### src/rtl/disp_scan_ctrl.sv
// disp_scan_ctrl: frame scan sequencer for the DISP colour lookup.
// Fetch index, look up RGB, emit one tagged pixel per element.
module disp_scan_ctrl #(
  parameter  int COLS   = 16,
  parameter  int ROWS   = 16,
  parameter  int ADDR_W = 8,
  localparam int XW     = (COLS > 1) ? $clog2(COLS) : 1,
  localparam int YW     = (ROWS > 1) ? $clog2(ROWS) : 1
) (
  input  logic              clk,
  input  logic              rst_n,
  input  logic              start,
  input  logic [ADDR_W-1:0] base_addr,
  output logic              busy,
  output logic              done,
  output logic              mem_req,
  output logic [ADDR_W-1:0] mem_addr,
  input  logic              mem_valid,
  input  logic [8:0]        mem_data,
  output logic [8:0]        colour_index,
  input  logic [23:0]       rgb,
  output logic              pix_valid,
  input  logic              pix_ready,
  output logic [23:0]       pix_data,
  output logic [XW-1:0]     pix_x,
  output logic [YW-1:0]     pix_y,
  output logic              pix_last
);

  typedef enum logic [2:0] {
    S_IDLE,
    S_FETCH,
    S_LOOKUP,
    S_EMIT,
    S_DONE
  } state_e;

  localparam logic [XW-1:0] XMAX = XW'(COLS - 1);
  localparam logic [YW-1:0] YMAX = YW'(ROWS - 1);

  state_e            state_q;
  logic [ADDR_W-1:0] base_q;
  logic [XW-1:0]     x_q;
  logic [YW-1:0]     y_q;
  logic              busy_q;
  logic              done_q;
  logic              req_q;
  logic [ADDR_W-1:0] addr_q;
  logic [8:0]        ci_q;
  logic              pv_q;
  logic [23:0]       pd_q;
  logic [XW-1:0]     px_q;
  logic [YW-1:0]     py_q;
  logic              plast_q;

  logic [XW-1:0]     x_d;
  logic [YW-1:0]     y_d;
  logic [ADDR_W-1:0] addr_d;
  logic              last_c;
  int                lin_c;

  // Row-major successor of (x,y) and its wrapped word address.
  always_comb begin
    last_c = (x_q == XMAX) && (y_q == YMAX);
    x_d    = x_q + 1'b1;
    y_d    = y_q;
    if (x_q == XMAX) begin
      x_d = '0;
      y_d = y_q + 1'b1;
    end
    lin_c  = int'(y_d) * COLS + int'(x_d);
    addr_d = base_q + ADDR_W'(lin_c);
  end

  // Scan FSM; every output is a register written here.
  always_ff @(posedge clk or negedge rst_n) begin
    if (!rst_n) begin
      state_q <= S_IDLE;
      base_q  <= '0;
      x_q     <= '0;
      y_q     <= '0;
      busy_q  <= 1'b0;
      done_q  <= 1'b0;
      req_q   <= 1'b0;
      addr_q  <= '0;
      ci_q    <= '0;
      pv_q    <= 1'b0;
      pd_q    <= '0;
      px_q    <= '0;
      py_q    <= '0;
      plast_q <= 1'b0;
    end else begin
      done_q <= 1'b0;
      unique case (state_q)
        S_IDLE: begin
          if (start) begin
            base_q  <= base_addr;
            addr_q  <= base_addr;
            x_q     <= '0;
            y_q     <= '0;
            busy_q  <= 1'b1;
            req_q   <= 1'b1;
            state_q <= S_FETCH;
          end
        end
        S_FETCH: begin
          if (mem_valid) begin
            ci_q    <= mem_data;
            req_q   <= 1'b0;
            state_q <= S_LOOKUP;
          end
        end
        S_LOOKUP: begin
          pd_q    <= rgb;
          px_q    <= x_q;
          py_q    <= y_q;
          plast_q <= last_c;
          pv_q    <= 1'b1;
          state_q <= S_EMIT;
        end
        S_EMIT: begin
          if (pix_ready) begin
            pv_q <= 1'b0;
            if (plast_q) begin
              done_q  <= 1'b1;
              state_q <= S_DONE;
            end else begin
              x_q     <= x_d;
              y_q     <= y_d;
              addr_q  <= addr_d;
              req_q   <= 1'b1;
              state_q <= S_FETCH;
            end
          end
        end
        S_DONE: begin
          busy_q  <= 1'b0;
          state_q <= S_IDLE;
        end
        default: state_q <= S_IDLE;
      endcase
    end
  end

  assign busy         = busy_q;
  assign done         = done_q;
  assign mem_req      = req_q;
  assign mem_addr     = addr_q;
  assign colour_index = ci_q;
  assign pix_valid    = pv_q;
  assign pix_data     = pd_q;
  assign pix_x        = px_q;
  assign pix_y        = py_q;
  assign pix_last     = plast_q;

endmodule

### config.mk
export PLATFORM = sky130hd
export DESIGN_NAME = disp_scan_ctrl
export DESIGN_NICKNAME = d
export VERILOG_FILES = /design/src/rtl/disp_scan_ctrl.sv
export SDC_FILE = /design/constraint.sdc
export NUM_CORES = 1
export LEC_CHECK = 0
export ABC_AREA = 1
export CORE_MARGIN = 2
export CORE_UTILIZATION = 47
export CTS_CLUSTER_DIAMETER = 150
export DETAILED_ROUTE_END_ITERATION = 16
export GPL_ROUTABILITY_DRIVEN = 0
export MAX_ROUTING_LAYER = met4
export PLACE_DENSITY = 0.88
export SKIP_LAST_GASP = 1
export SYNTH_ARGS = -nofsm -noshare
export SYNTH_HDL_FRONTEND = slang
export SYNTH_SLANG_ARGS = --single-unit
### constraint.sdc
create_clock -name clk -period 2.4 [get_ports clk]
set_input_delay 0.48 -clock clk [delete_from_list [all_inputs] [get_ports clk]]
set_output_delay 0.48 -clock clk [all_outputs]
set_load 0.03 [all_outputs]
==> flow_metrics.tcl, run 1 <==
set metrics [dict create \
    crit_top_cell "nand2_1" \
    n_antenna_cell 0 \
    area_growth_pct 40.2 \
    setup_viol 0 \
    grt_use_met2 0.339 \
    cts_tree "built" \
    hold_path.class "in2async" \
    tightest_slew_ps 670 \
    io_buffers 99 \
    avgRoutedWirePerCell_um 13.2 \
    timing.fmax_mhz 438 \
    drive_above_1_share 0.125 \
    fin_cells 603 \
    yosys.area.top_type "dfrtp_1" \
    grt.met1_usage 0.276 \
    ys_warn_count 0 \
    io_pins 100 \
    p_leak_nw 2.33 \
    min_period_ps 2280 \
    critPathMaxStageDelay_ps 350 \
    arrival_ps 2530 \
    nets 555 \
    vias 2944 \
    synthTopCellsByArea "dfrtp_1 (53%), nand2_1 (18%), inv_1 (3.7%), ha_1 (3.3%), o22ai_2 (2.2%)" \
    async_reset_ff_frac 1.00 \
    powerDensity_nw_per_um2 1320 \
    antenna_found_initial 0 \
    use_met3 0.0360 \
    synth_cell_type_count 37 \
    grt_pass1_vias 2831 \
    clock_latency_ps 350 \
    die_height_um 89.3 \
    vias_per_cell 4.88 \
    drv_slew 0 \
    firstDrtPassIters 4 \
    hold_viol_final 0 \
    post-route-period-util 0.952 \
    drt_iter0_drc 172 \
    synth_cells 393 \
    fin_tns_setup_ps 0 \
    cts_root_buffer "clkbuf_8" \
    clk_path_buf_depth 2 \
    numClockSinks 73 \
    clkTransAtPathRegs_ps 80 \
    startpoint_type "flip-flop" \
    path_cells "ha_1 > nand2_2 > nor2_4 > inv_2 > o21ai_0 > nand2_1 > inv_1 > ha_1 > nand2_1 > inv_1 > nand2_1 > nand2_1 > a21oi_2 > inv_1 > nand3_1 > nand3_1 > nand2_1 > nand2_1" \
    status "finished clean" \
    wl_mm 7.98 \
    required_ps 2640 \
    slowest_stage "dfrtp_1" \
    total_power_w 0.00635 \
    worstSetupStartpoint "x_q[0]" \
    die_area_um2 7980 \
    busiest_layer "met2" \
    hpwl_mm 5.68 \
    ys_seq_area_frac 0.534 \
    track_usage 0.217 \
    place_inst 585 \
    placementRows 31 \
    h-tree-depth 3 \
    cts_buffers 9 \
    cp_max_fo 5 \
    worstSetupPathType "reg2reg" \
    ys_ff_latch 73 \
    drc 0 \
    detail-route-antenna-nets 0 \
    fin_util 0.672 \
    grt_start_max_net_pins 74 \
    skew_ps 5.32 \
    netlist.area_leader.share 0.534 \
    holdWs_ps 99.6 \
    ir_worst_vdd_mv 0.738 \
    cap_violations 0 \
    synth_most_common_cell "nand2_1" \
    avgSynthCellArea_um2 8.70 \
    max-slew-margin-rel 0.553 \
    r2r-start "x_q[0]" \
    netlist_area_um2 3420 \
    synth_flop_cell "dfrtp_1" \
    synth_edf_count 0 \
    synth_nets 449 \
    end_kind "flip-flop" \
    start_util 0.479 \
    die_x_um 89.3 \
    rsz0062_at_grt "true" \
    postCtsHoldBufs 0 \
    reg2reg_slack_ps 120 \
    grt_pass1_wl_mm 12.9 \
    core_um2 7140 \
    overflow 0 \
    synth_common_cells "nand2_1 (162), dfrtp_1 (73), inv_1 (34)" \
]
-- state kept, by name, indices dropped and copies added (netlist names) --
signal,count
pix_x,4
base_q,8
x_q,4
pix_valid,1
mem_req,1
pix_data,24
state_q,3
busy,1
colour_index,9
pix_y,4
y_q,4
pix_last,1
mem_addr,8
done,1
-- timing repair --
| action | CTS | global route |
|---|---|---|
| buffers inserted | 0 | 2 |
| gates cloned | 0 | 0 |
| setup endpoints to repair | 1 | 4 |
| resized for setup | 1 | 10 |
| endpoints found under the hold margin | 0 | 0 |
| pin swaps | 0 | 4 |
-- power breakdown --
part | switching (W) | internal [W]
sequential | 0.000271 | 0.00170
clock | 0.000479 | 0.000589
combinational | 0.00204 | 0.00127
total | 0.00279 | 0.00356
-- logic make-up after synthesis --
family                   after synthesis  synth area share
multiplexers                           4            0.0132
buffers and inverters                 52            0.0647
AND/OR/NAND/NOR                      204             0.250
XOR/XNOR                               4            0.0102
AO/OA/AOI/OAI                         46            0.0889
flip-flops                            73             0.534
adder cells (fa/ha/maj)               10            0.0388
-- worst paths after layout --
path / end / depth (start not counted)
min in group clk: pix_data[3] / 2
worst max-delay path: mem_addr[7] / 18
max in group asynchronous: y_q[3] / 2
worst min register to register: pix_data[3] / 2
worst max register to register: mem_addr[7] / 18
worst min-delay path: base_q[0] / 2
-- layout by cell type (no fill, tap or decap), types with 5 or more instances in the layout --
| cell | instances |
|---|---|
| nand2_2 | 5 |
| clkbuf_8 | 9 |
| nor2_1 | 8 |
| buf_4 | 6 |
| ha_1 | 7 |
| o21ai_0 | 12 |
| a21oi_1 | 9 |
| o22ai_2 | 6 |
| inv_1 | 33 |
| o21ai_1 | 9 |
| inv_2 | 7 |
| nand3_1 | 13 |
| clkdlybuf4s50_1 | 98 |
| dfrtp_1 | 73 |
| nand2_1 | 161 |
-- worst max-delay path: cells and delay by family (launching register included) --
family                     cells  cell delay [ps]
buffers and inverters          4              240
and+or+nand+nor               10              810
adders and majority gates      2              470
AOI/OAI and AO/OA              2              290
DFF                            1              350
-- layout make-up --
class	instances	area [um2]
Fill cell	597	2340
Sequential cell	73	1830
Multi-Input combinational cell	268	1420
Timing Repair Buffer	105	1050
Inverter	42	163
Clock buffer	10	128
Tap cell	99	124
Clock inverter	6	91.3
-- stage by stage --
step                      instance area [um2]  setup WS, ps
final                                    4800           115
after global routing                     4800         -20.5
after CTS                                4740          52.0
after detailed placement                 4520         -16.0
after global placement                   4520           147
after floorplan                          3420           228
-- layer usage --
layer / vias to the layer above / wire length [um]
li1: 1460 / -
met1: 1374 / 3580
met2: 91 / 3790
met3: 19 / 413
met4: 0 / 197
met5: - / 0
(Power assumes the default switching activity.)
==> run 2: changes to the inputs <==
SLEW_MARGIN = 20   (was not set)
==> results of run 2 <==
Final layout, timing and power as in run 1 (identical DEF).
==> run 3: changes to the inputs <==
PLACE_DENSITY = 0.79   (was 0.88)
REMOVE_ABC_BUFFERS = 1   (was not set)
SLEW_MARGIN = 15   (was 20)
==> flow_metrics.tcl, run 3 (synthesis results as in run 1) <==
set metrics [dict create \
    clock_latency_ps 350 \
    die_height_um 89.3 \
    drc 0 \
    io_buffers 99 \
    hold_viol_final 0 \
    cts-resized-gates 0 \
    layout_setup_ws_ps 103 \
    start_util 0.479 \
    die_x_um 89.3 \
    hpwl_mm 5.97 \
    grt_pass1_wl_mm 13.2 \
    cts_root_buffer "clkbuf_8" \
    powerDensity_nw_per_um2 1320 \
    cts_buffers 9 \
    post-route-period-util 0.957 \
    startpoint_type "flip-flop" \
    detailedPlace.worstSlack_ps 89.0 \
    postCtsHoldBufs 0 \
    ir_worst_vdd_mv 0.636 \
    skew_ps 7.69 \
    min_period_ps 2300 \
    p_leak_nw 2.32 \
    critPathMaxStageDelay_ps 410 \
    drt_iter0_drc 174 \
    overflow 0 \
    cp_top_family "adder cells" \
    reg2reg_slack_ps 100 \
    r2r-end "mem_addr[6]" \
    final_common_cell "nand2_1" \
    wl_mm 8.50 \
    slowest_stage "fa_1" \
    required_ps 2640 \
    path_cells "ha_1 > nand2_1 > nor2_4 > inv_1 > nand2_1 > inv_1 > ha_1 > inv_1 > fa_1 > inv_1 > nand4_1 > nand4_1 > nand2_1 > o21ai_1 > nand2_1" \
    max-slew-margin-rel 0.548 \
    grt_start_max_net_pins 74 \
    timing.fmax_mhz 435 \
    nets 553 \
    final-seq-area_um2 1830 \
    h-tree-depth 3 \
    cts_setup_buffers 0 \
    design_area_um2 4750 \
    drv_slew 0 \
    path_buf_inv 4 \
    placementRows 31 \
    placed_area_um2 4510 \
    fin_cells 601 \
    largest_reg_flops 24 \
    antenna_found_initial 0 \
    detail-route-antenna-nets 0 \
    area_growth_pct 38.8 \
    tightest_slew_ps 677 \
    cp_max_fo 4 \
    holdWs_ps 144 \
    layout_common_cells "nand2_1 (162), clkdlybuf4s50_1 (98), dfrtp_1 (73)" \
    clkTransAtPathRegs_ps 80 \
    cap_violations 0 \
    vias_per_cell 5.01 \
    numClockSinks 73 \
    vias 3011 \
    fillers 601 \
    io_pins 100 \
    worstSetupStartpoint "x_q[0]" \
    r2r-start "x_q[0]" \
    die_area_um2 7980 \
    n_antenna_cell 0 \
    ff2ff_path_depth 15 \
    fin_util 0.665 \
    grt_pass1_vias 2851 \
    cts_tree "built" \
    core_um2 7140 \
    firstDrtPassIters 4 \
    avgRoutedWirePerCell_um 14.1 \
    track_usage 0.223 \
    endpoint "mem_addr[6]" \
    worstSetupPathType "reg2reg" \
    arrival_ps 2540 \
    worstSetupPathDepth 15 \
    clk_path_buf_depth 2 \
    status "finished clean" \
    place_inst 585 \
    setup_viol 0 \
    drive_above_1_share 0.116 \
    end_kind "flip-flop" \
    rsz0062_at_grt "true" \
    hold_path.class "in2async" \
    multi_input_area_um2 1410 \
]
-- run 3: metal layers --
metal,global-route usage,vias up,routed length (um)
met5,-,-,0
met4,0.0841,0,182
met3,0.0443,23,647
met2,0.352,131,4000
met1,0.287,1402,3670
li1,-,1455,-
-- run 3: final cells by class --
type,instances,area share
flip-flops and latches,73,0.385
repair buffers,103,0.217
clock inverters,6,0.0137
multi-input cells,268,0.296
well taps,99,0.0261
clock buffers,10,0.0290
inverters,42,0.0342
-- run 3: power breakdown --
group          switching (W)  internal, W  total, W
Sequential          0.000270      0.00170   0.00197
Combinational        0.00205      0.00127   0.00331
Clock               0.000479     0.000510  0.000989
Total                0.00279      0.00348   0.00627
-- run 3: through the flow --
stage,TNS (ps),total power [W]
final,0,0.00627
after global routing,-67.7,0.00672
after CTS,0,0.00628
after detailed placement,0,0.00527
after global placement,0,0.00518
after floorplan,0,0.00403
-- run 3: worst min path at each step --
| stage | endpoint | slack [ps] | cells past startpoint |
|---|---|---|---|
| after detailed placement | pix_y[3] | 460 | 2 |
| final | colour_index[1] | 140 | 2 |
| after CTS | colour_index[1] | 160 | 2 |
| after global routing | colour_index[1] | 170 | 2 |
| after floorplan | base_q[0] | 180 | 0 |
| after global placement | pix_data[9] | 450 | 2 |
